File: config.mk
export PLATFORM = sky130hd
export DESIGN_NAME = pl_hazard_ctrl_mc
export DESIGN_NICKNAME = d
export VERILOG_FILES = /design/src/rtl/pl_hazard_ctrl_mc_pkg.sv /design/src/rtl/pl_hazard_ctrl_mc_md_latency_fsm.sv /design/src/rtl/pl_hazard_ctrl_mc.sv
export SDC_FILE = /design/constraint.sdc
export NUM_CORES = 1
export LEC_CHECK = 0
export BUFFER_PORTS_ARGS = -buffer_cell sky130_fd_sc_hd__buf_2
export CAP_MARGIN = 30
export CORE_UTILIZATION = 45
export CTS_BUF_LIST = sky130_fd_sc_hd__clkbuf_8
export CTS_CLUSTER_DIAMETER = 60
export DETAILED_ROUTE_END_ITERATION = 8
export HOLD_SLACK_MARGIN = 0.03
export PLACE_DENSITY = 0.74
export SLEW_MARGIN = 10
export SYNTH_ARGS = -nofsm -noshare
export SYNTH_HDL_FRONTEND = slang
export SYNTH_HIERARCHICAL = 1
export SYNTH_SLANG_ARGS = --single-unit
File: constraint.sdc
create_clock -name clk -period 3 [get_ports clk]
set_input_delay 0.75 -clock clk [delete_from_list [all_inputs] [get_ports clk]]
set_output_delay 0.75 -clock clk [all_outputs]
set_load 0.005 [all_outputs]
File: src/rtl/pl_hazard_ctrl_mc_pkg.sv
// Shared encodings for the multi-cycle pipeline hazard controller.
// Latency: n/a (constants and types only).
// Backpressure: n/a.
package pl_hazard_pkg;

    // Operand forwarding mux selects.
    localparam logic [1:0] FWD_E = 2'b00;  // value read in the E stage register
    localparam logic [1:0] FWD_W = 2'b01;  // ResultW from writeback
    localparam logic [1:0] FWD_M = 2'b10;  // ALUResultM from memory stage

    // Multi-cycle execute latency FSM states.
    typedef enum logic {
        IDLE = 1'b0,
        BUSY = 1'b1
    } md_state_e;

endpackage

File: src/rtl/pl_hazard_ctrl_mc_md_latency_fsm.sv
// Latency FSM holding a multi-cycle (mul/div) op in Execute for L-1 cycles.
// Latency: stall request is combinational; op advances on its L-th cycle.
// Backpressure: none accepted; raises md_stall_o to freeze F/D/E and bubble M.
module md_latency_fsm
    import pl_hazard_pkg::*;
#(
    parameter int LAT_W = 4
) (
    input  logic             clk,
    input  logic             reset,
    input  logic             md_start_i,
    input  logic [LAT_W-1:0] md_lat_i,
    output logic             md_busy_o,
    output logic             md_done_o,
    output logic             md_stall_o
);

    md_state_e        state_q, state_d;
    logic [LAT_W-1:0] cnt_q, cnt_d;
    logic [LAT_W-1:0] lat_eff;

    // A latency of zero behaves exactly like a single-cycle op.
    assign lat_eff = (md_lat_i == '0) ? LAT_W'(1) : md_lat_i;

    // State and remaining-stall counter registers.
    always_ff @(posedge clk or negedge reset) begin
        if (!reset) begin
            state_q <= IDLE;
            cnt_q   <= '0;
        end else begin
            state_q <= state_d;
            cnt_q   <= cnt_d;
        end
    end

    // Next state: the start cycle is itself a stall, so BUSY counts L-2 more.
    always_comb begin
        state_d = state_q;
        cnt_d   = cnt_q;
        unique case (state_q)
            IDLE: begin
                if (md_start_i && (lat_eff > LAT_W'(1))) begin
                    state_d = BUSY;
                    cnt_d   = lat_eff - LAT_W'(2);
                end
            end
            BUSY: begin
                if (cnt_q != '0) begin
                    cnt_d = cnt_q - LAT_W'(1);
                end else begin
                    // Release cycle: md_start_i still belongs to the held op.
                    state_d = IDLE;
                end
            end
            default: state_d = IDLE;
        endcase
    end

    // Outputs, forced quiet while reset is held low.
    always_comb begin
        md_busy_o  = 1'b0;
        md_done_o  = 1'b0;
        md_stall_o = 1'b0;
        if (reset) begin
            unique case (state_q)
                IDLE: begin
                    if (md_start_i) begin
                        if (lat_eff > LAT_W'(1)) md_stall_o = 1'b1;
                        else                     md_done_o  = 1'b1;
                    end
                end
                BUSY: begin
                    md_busy_o = 1'b1;
                    if (cnt_q != '0) md_stall_o = 1'b1;
                    else             md_done_o  = 1'b1;
                end
                default: ;
            endcase
        end
    end

endmodule

File: src/rtl/pl_hazard_ctrl_mc.sv
// Hazard control for the 5-stage RV32 core: forwarding, load-use, redirect, mul/div hold.
// Latency: all stall/flush/forward outputs are combinational on the current inputs.
// Backpressure: multi-cycle hold > redirect > load-use; redirect during a hold is deferred.
module pl_hazard_ctrl_mc
    import pl_hazard_pkg::*;
#(
    parameter int REG_W = 5,
    parameter int LAT_W = 4,
    parameter int CNT_W = 16
) (
    input  logic             clk,
    input  logic             reset,
    input  logic [REG_W-1:0] rs1D,
    input  logic [REG_W-1:0] rs2D,
    input  logic [REG_W-1:0] rs1E,
    input  logic [REG_W-1:0] rs2E,
    input  logic [REG_W-1:0] rdE,
    input  logic [REG_W-1:0] rdM,
    input  logic [REG_W-1:0] rdW,
    input  logic             RegWriteE,
    input  logic             RegWriteM,
    input  logic             RegWriteW,
    input  logic             loadE,
    input  logic             redirectE,
    input  logic             md_start_E,
    input  logic [LAT_W-1:0] md_lat,
    output logic             StallF,
    output logic             StallD,
    output logic             StallE,
    output logic             FlushD,
    output logic             FlushE,
    output logic             FlushM,
    output logic [1:0]       fwdA,
    output logic [1:0]       fwdB,
    output logic             md_busy,
    output logic             md_done,
    output logic [CNT_W-1:0] stall_cnt,
    output logic [CNT_W-1:0] flush_cnt
);

    logic             md_stall;
    logic             luse;
    logic             redir_flush;
    logic             redir_pend_q;
    logic [CNT_W-1:0] stall_cnt_q;
    logic [CNT_W-1:0] flush_cnt_q;

    md_latency_fsm #(
        .LAT_W (LAT_W)
    ) u_md_fsm (
        .clk        (clk),
        .reset      (reset),
        .md_start_i (md_start_E),
        .md_lat_i   (md_lat),
        .md_busy_o  (md_busy),
        .md_done_o  (md_done),
        .md_stall_o (md_stall)
    );

    // Load-use: a multi-cycle op in E wins over the (illegal) load flag.
    assign luse = loadE && RegWriteE && (rdE != '0) &&
                  ((rdE == rs1D) || (rdE == rs2D)) && !md_start_E;

    // A redirect seen while the op was held fires on the release cycle.
    assign redir_flush = redirectE || (md_done && redir_pend_q);

    // RAW forwarding on the E sources; M is younger so it beats W.
    always_comb begin
        fwdA = FWD_E;
        fwdB = FWD_E;
        if (reset) begin
            if (RegWriteM && (rdM != '0) && (rdM == rs1E))      fwdA = FWD_M;
            else if (RegWriteW && (rdW != '0) && (rdW == rs1E)) fwdA = FWD_W;
            if (RegWriteM && (rdM != '0) && (rdM == rs2E))      fwdB = FWD_M;
            else if (RegWriteW && (rdW != '0) && (rdW == rs2E)) fwdB = FWD_W;
        end
    end

    // Stage stall/flush enables in priority order.
    always_comb begin
        StallF = 1'b0;
        StallD = 1'b0;
        StallE = 1'b0;
        FlushD = 1'b0;
        FlushE = 1'b0;
        FlushM = 1'b0;
        if (reset) begin
            if (md_stall) begin
                // Held op must survive, so E is frozen rather than flushed.
                StallF = 1'b1;
                StallD = 1'b1;
                StallE = 1'b1;
                FlushM = 1'b1;
            end else if (redir_flush) begin
                FlushD = 1'b1;
                FlushE = 1'b1;
            end else if (luse) begin
                StallF = 1'b1;
                StallD = 1'b1;
                FlushE = 1'b1;
            end
        end
    end

    // Remember a redirect raised by the held op until it leaves E.
    always_ff @(posedge clk or negedge reset) begin
        if (!reset) begin
            redir_pend_q <= 1'b0;
        end else if (md_stall && redirectE) begin
            redir_pend_q <= 1'b1;
        end else if (md_done) begin
            redir_pend_q <= 1'b0;
        end
    end

    // Saturating performance counters for stall and flush cycles.
    always_ff @(posedge clk or negedge reset) begin
        if (!reset) begin
            stall_cnt_q <= '0;
            flush_cnt_q <= '0;
        end else begin
            if (StallF && (stall_cnt_q != '1))
                stall_cnt_q <= stall_cnt_q + CNT_W'(1);
            if ((FlushD || FlushE) && (flush_cnt_q != '1))
                flush_cnt_q <= flush_cnt_q + CNT_W'(1);
        end
    end

    assign stall_cnt = stall_cnt_q;
    assign flush_cnt = flush_cnt_q;

endmodule

==> impl_metrics.env, run 1 <==
export IMPL_drtIter0Drc=80
export IMPL_start_util_pct=47.2
export IMPL_worstSetupPathType="in2out"
export IMPL_synth_area_um2=2430
export IMPL_clkSinkCount=38
export IMPL_grt_pass1_vias=1945
export IMPL_portBuffers=90
export IMPL_worst_pin_slew_ps=397
export IMPL_drv_cap=0
export IMPL_cts_max_level=2
export IMPL_clk_pin_slew_worst_paths_ps=70
export IMPL_cts_max_path_buffers=2
export IMPL_power_density_nw_per_um2=545
export IMPL_cts_made_buffers=5
export IMPL_syn_nets=292
export IMPL_wl_per_cell_um=13.3
export IMPL_syn_avg_cell_area_um2=10.1
export IMPL_start_kind="primary input"
export IMPL_die_w_um=75.4
export IMPL_drc=0
export IMPL_synth_distinct_cells=42
export IMPL_diodes=0
export IMPL_coreArea_um2=5140
export IMPL_drt_pass1_iter_count=4
export IMPL_synth_main_ff_cell="dfrtp_1"
export IMPL_syn2layout_area_growth_pct=27.2
export IMPL_ios=91
export IMPL_final_antenna_net_count=0
export IMPL_placed_area_um2=2970
export IMPL_netlist_instances=240
export IMPL_cts_root_buf="clkbuf_8"
export IMPL_ys_ff_latch=38
export IMPL_place_gp_congestion=0.808
export IMPL_status="completed"
export IMPL_worst_hold_slack_ps=301
export IMPL_final_util_pct=60.0
export IMPL_avgViaCountPerCell=5.06
export IMPL_finalInstanceArea_um2=3090
export IMPL_antenna_found_initial=0
export IMPL_skew_ps=10.0
export IMPL_dp_slack_ps=102
export IMPL_clock_latency_ps=300
export IMPL_fin_nets=391
export IMPL_cp_max_fo=3
export IMPL_dp_cells=400
export IMPL_ir_drop_v=0.000289
export IMPL_p_leak_nw=1.56
export IMPL_setup_tns_ps=0
export IMPL_yosysSeqAreaShare_pct=39.2
export IMPL_total_power_mw=1.68
export IMPL_final_cells=410
export IMPL_maxSlewHeadroom_pct=73.2
export IMPL_grt_max_degree=23
export IMPL_finalWorstSetupSlack_ps=102
export IMPL_synth_edff_count=0
export IMPL_async_flop_share_pct=100
export IMPL_max_freq_ghz=0.345
export IMPL_drive_gt1_share_pct=35.3
export IMPL_cts_tree="done"
export IMPL_postCtsHoldBufs=0
export IMPL_slew_viol_final=0
export IMPL_ys_warn_count=6
export IMPL_finalCriticalPeriod_ps=2900
export IMPL_dp_hpwl_um=4280
export IMPL_cp_required_ps=2250
export IMPL_drt_wl_total_um=5440
export IMPL_worstPathArrival_ps=2150
export IMPL_min_period_over_period_pct=96.6
export IMPL_grt_usage_pct=20.4
export IMPL_dieArea_um2=5690
export IMPL_hold_violations=0
export IMPL_holdCritPathClass="in2async"
export IMPL_setup_viol=0
export IMPL_grt_overflow=0
export IMPL_rows=26
export IMPL_grt_pass1_wl_um=8730
export IMPL_die_h_um=75.4
export IMPL_crit_path_end_kind="primary output"
export IMPL_vias=2076
==> repair_timing <==
item / in CTS / in global routing
gates resized for setup: 0 / 5
setup buffers: 0 / 1
endpoints found under the setup margin: 0 / 4
==> cell usage after synthesis (2+ instances only) <==
cell,instances,share of area (%)
nand2b_1,3,0.77
nor4_1,4,1.0
or4_1,5,1.5
o21ai_0,3,0.62
mux2i_1,7,2.9
clkbuf_1,3,0.46
nor2_1,7,1.1
a31oi_1,2,0.52
inv_1,8,1.2
and2_1,9,2.3
dfrtp_1,38,39
o211ai_1,2,0.62
xor2_1,21,7.6
nand3_1,13,2.7
nand2_1,19,2.9
a21oi_1,3,0.62
nand4_1,7,1.8
xnor2_1,40,14
ha_1,5,2.6
nor3_1,2,0.41
nor3_2,2,0.83
and3_1,16,4.1
buf_4,2,0.62
==> worst paths after layout <==
path	startpoint	slack [ps]	end	cells after the start
setup / recovery	rdM[1]	100	fwdA[0]	6
hold / removal	reset	300	flush_cnt[6]	1
setup reg to reg	u_md_fsm/cnt_q[0]	460	stall_cnt[1]	10
hold reg to reg	flush_cnt[10]	490	flush_cnt[10]	1
max in group asynchronous	reset	2180	flush_cnt[0]	2
min in group clk	flush_cnt[10]	490	flush_cnt[10]	1
==> cell families after synthesis <==
kind of cell	share of synthesized area, %
compound gates	7.63
xor+xnor	22.0
fa+ha+maj	2.58
buf+inv	2.99
flops	39.2
mux	3.82
simple gates	21.8
==> flip-flops by register name, indices dropped and copies added (netlist names) <==
name / flops
u_md_fsm/cnt_q: 4
redir_pend_q: 1
flush_cnt: 16
stall_cnt: 16
u_md_fsm/state_q: 1
==> where the power goes <==
part | internal [mW] | total, mW | switching, mW
clock | 0.185 | 0.372 | 0.187
sequential | 0.618 | 0.740 | 0.121
combinational | 0.307 | 0.569 | 0.262
total | 1.11 | 1.68 | 0.571
==> worst max-delay path: stages <==
cell and delay, ps:
buf_2 120, or4_1 510, o21ai_0 230, nor4_1 110, nor4_1 270, buf_2 160
==> routing by layer <==
layer | global-route usage, % | up-vias | share of wire, %
met5 | 0 | - | 0
li1 | - | 1035 | -
met1 | 26.6 | 973 | 46
met3 | 4.63 | 8 | 5.5
met4 | 6.58 | 0 | 1.6
met2 | 33.9 | 60 | 47
==> cell usage in the layout (no fill, tap or decap), types with 3 or more instances in the layout <==
cell type | Yosys | routed
clkbuf_8 | 0 | 6
and3_1 | 16 | 16
nand2_1 | 19 | 19
mux2i_1 | 7 | 7
xnor2_1 | 40 | 40
xor2_1 | 21 | 21
o21ai_0 | 3 | 3
nand4_1 | 7 | 7
inv_2 | 0 | 3
buf_2 | 1 | 91
nor2_1 | 7 | 7
inv_1 | 8 | 5
dfrtp_1 | 38 | 38
nand3_1 | 13 | 13
nor4_1 | 4 | 4
or4_1 | 5 | 5
a21oi_1 | 3 | 3
and2_1 | 9 | 9
nand2b_1 | 3 | 3
buf_4 | 2 | 8
ha_1 | 5 | 5
==> area by class of cell <==
class,count,area (um^2)
Clock buffer,6,82.6
Sequential cell,38,951
Multi-Input combinational cell,187,1410
Timing Repair Buffer,99,515
Tap cell,70,87.6
Clock inverter,2,12.5
Fill cell,462,2050
Inverter,8,30.0
Note: power is estimated with default switching activity, not from simulation.
==> run 2, diff against run 1 <==
--- a/config.mk
+++ b/config.mk
@@ -10,6 +10,7 @@
 export CORE_UTILIZATION = 45
 export CTS_BUF_LIST = sky130_fd_sc_hd__clkbuf_8
 export CTS_CLUSTER_DIAMETER = 60
+export CTS_CLUSTER_SIZE = 20
 export DETAILED_ROUTE_END_ITERATION = 8
 export HOLD_SLACK_MARGIN = 0.03
 export PLACE_DENSITY = 0.74
==> constraint.sdc (replaced) <==
create_clock -name clk -period 3.35 [get_ports clk]
set_input_delay 0.8375 -clock clk [delete_from_list [all_inputs] [get_ports clk]]
set_output_delay 0.8375 -clock clk [all_outputs]
set_load 0.005 [all_outputs]
==> impl_metrics.env, run 2 (synthesis results as in run 1) <==
export IMPL_status="completed"
export IMPL_drive_gt1_share_pct=33.3
export IMPL_dp_slack_ps=162
export IMPL_coreArea_um2=5140
export IMPL_cts_tree="done"
export IMPL_start_kind="primary input"
export IMPL_ios=91
export IMPL_final_cell_mix="buf_2, xnor2_1, dfrtp_1"
export IMPL_drc=0
export IMPL_r2r_cells=9
export IMPL_finalWorstSetupSlack_ps=232
export IMPL_final_util_pct=60.3
export IMPL_cts_max_path_buffers=2
export IMPL_hold_violations=0
export IMPL_rows=26
export IMPL_wl_per_cell_um=13.1
export IMPL_finalInstanceArea_um2=3100
export IMPL_crit_path_end_kind="primary output"
export IMPL_final_antenna_net_count=0
export IMPL_diodes=0
export IMPL_drt_wl_total_um=5310
export IMPL_worstSetupPathType="in2out"
export IMPL_maxSlewHeadroom_pct=37.2
export IMPL_finalCriticalPeriod_ps=3120
export IMPL_place_gp_congestion=0.827
export IMPL_rsz0062_at_grt="no"
export IMPL_clkSinkCount=38
export IMPL_rr_startpoint="u_md_fsm/cnt_q[0]"
export IMPL_p_leak_nw=1.57
export IMPL_die_h_um=75.4
export IMPL_min_period_over_period_pct=93.1
export IMPL_cp_max_fo=3
export IMPL_max_freq_ghz=0.321
export IMPL_rrSetupSlack_ps=450
export IMPL_setup_viol=0
export IMPL_cts_made_buffers=5
export IMPL_die_w_um=75.4
export IMPL_avgViaCountPerCell=5.10
export IMPL_dieArea_um2=5690
export IMPL_drv_cap=0
export IMPL_clock_latency_ps=300
export IMPL_placed_area_um2=2950
export IMPL_worst_pin_slew_ps=929
export IMPL_ir_drop_v=0.000338
export IMPL_fin_nets=387
export IMPL_clk_pin_slew_worst_paths_ps=70
export IMPL_grt_pass1_vias=1918
export IMPL_syn2layout_area_growth_pct=27.8
export IMPL_dp_hpwl_um=4180
export IMPL_antenna_found_initial=0
export IMPL_cts_max_level=2
export IMPL_holdCritPathClass="in2async"
export IMPL_start_util_pct=47.2
export IMPL_slew_viol_final=0
export IMPL_skew_ps=9.39
export IMPL_vias=2069
export IMPL_grt_pass1_wl_um=8250
export IMPL_drt_pass1_iter_count=4
export IMPL_final_common_cell="buf_2"
export IMPL_grt_overflow=0
export IMPL_grt_max_degree=28
export IMPL_cp_required_ps=2510
export IMPL_reg2reg_to="stall_cnt[1]"
export IMPL_drtIter0Drc=30
export IMPL_cts_root_buf="clkbuf_8"
export IMPL_setup_tns_ps=0
export IMPL_power_density_nw_per_um2=526
export IMPL_portBuffers=90
export IMPL_worstPathArrival_ps=2280
export IMPL_grt_usage_pct=19.4
[run 2: what timing repair did]
item | CTS | global route
hold buffers | 0 | 0
setup endpoints to repair | 0 | 2
resized for setup | 0 | 1
setup buffers | 0 | 1
[run 2: critical path, cell delays in order]
cell	delay (ps)
buf_2	120
or4_1	510
o21ai_0	250
nor4_1	110
nor4_1	290
buf_2	160
[run 2: report_power, final]
part	switching, mW	internal (mW)
sequential	0.105	0.554
clock	0.164	0.318
combinational	0.227	0.264
total	0.496	1.14
[run 2: final cells by class]
class	instances	area, um^2
fillers	473	2040
multi-input cells	187	1400
flip-flops and latches	38	951
repair buffers	95	488
well taps	70	87.6
clock buffers	6	82.6
clock inverters	2	60.1
inverters	8	30.0
[run 2: metal layers]
layer	global-route usage [%]	up-vias	wire, um	share of wire (%)
met5	0	-	0	0
met4	6.58	0	70	1.3
met3	5.56	5	302	5.7
met2	33.2	58	2510	47
met1	23.4	982	2430	46
li1	-	1024	-	-
[run 2: stage by stage]
stage,power [mW],cells,hold WS (ps)
floorplan,0.975,240,477
global placement,1.14,397,472
detailed placement,1.16,397,486
CTS,1.64,405,364
global route,1.75,406,363
finish,1.63,406,365
[run 2: worst max-delay path by stage]
stage                     cells after the start            to              start
after floorplan                               7        StallF          md_lat[2]
after global placement                        8  stall_cnt[1]          md_lat[3]
after detailed placement                      8  stall_cnt[1]          md_lat[3]
after CTS                                     9        StallD  u_md_fsm/cnt_q[1]
after global routing                          9        StallF  u_md_fsm/cnt_q[1]
final                                         6       fwdA[0]             rdM[1]
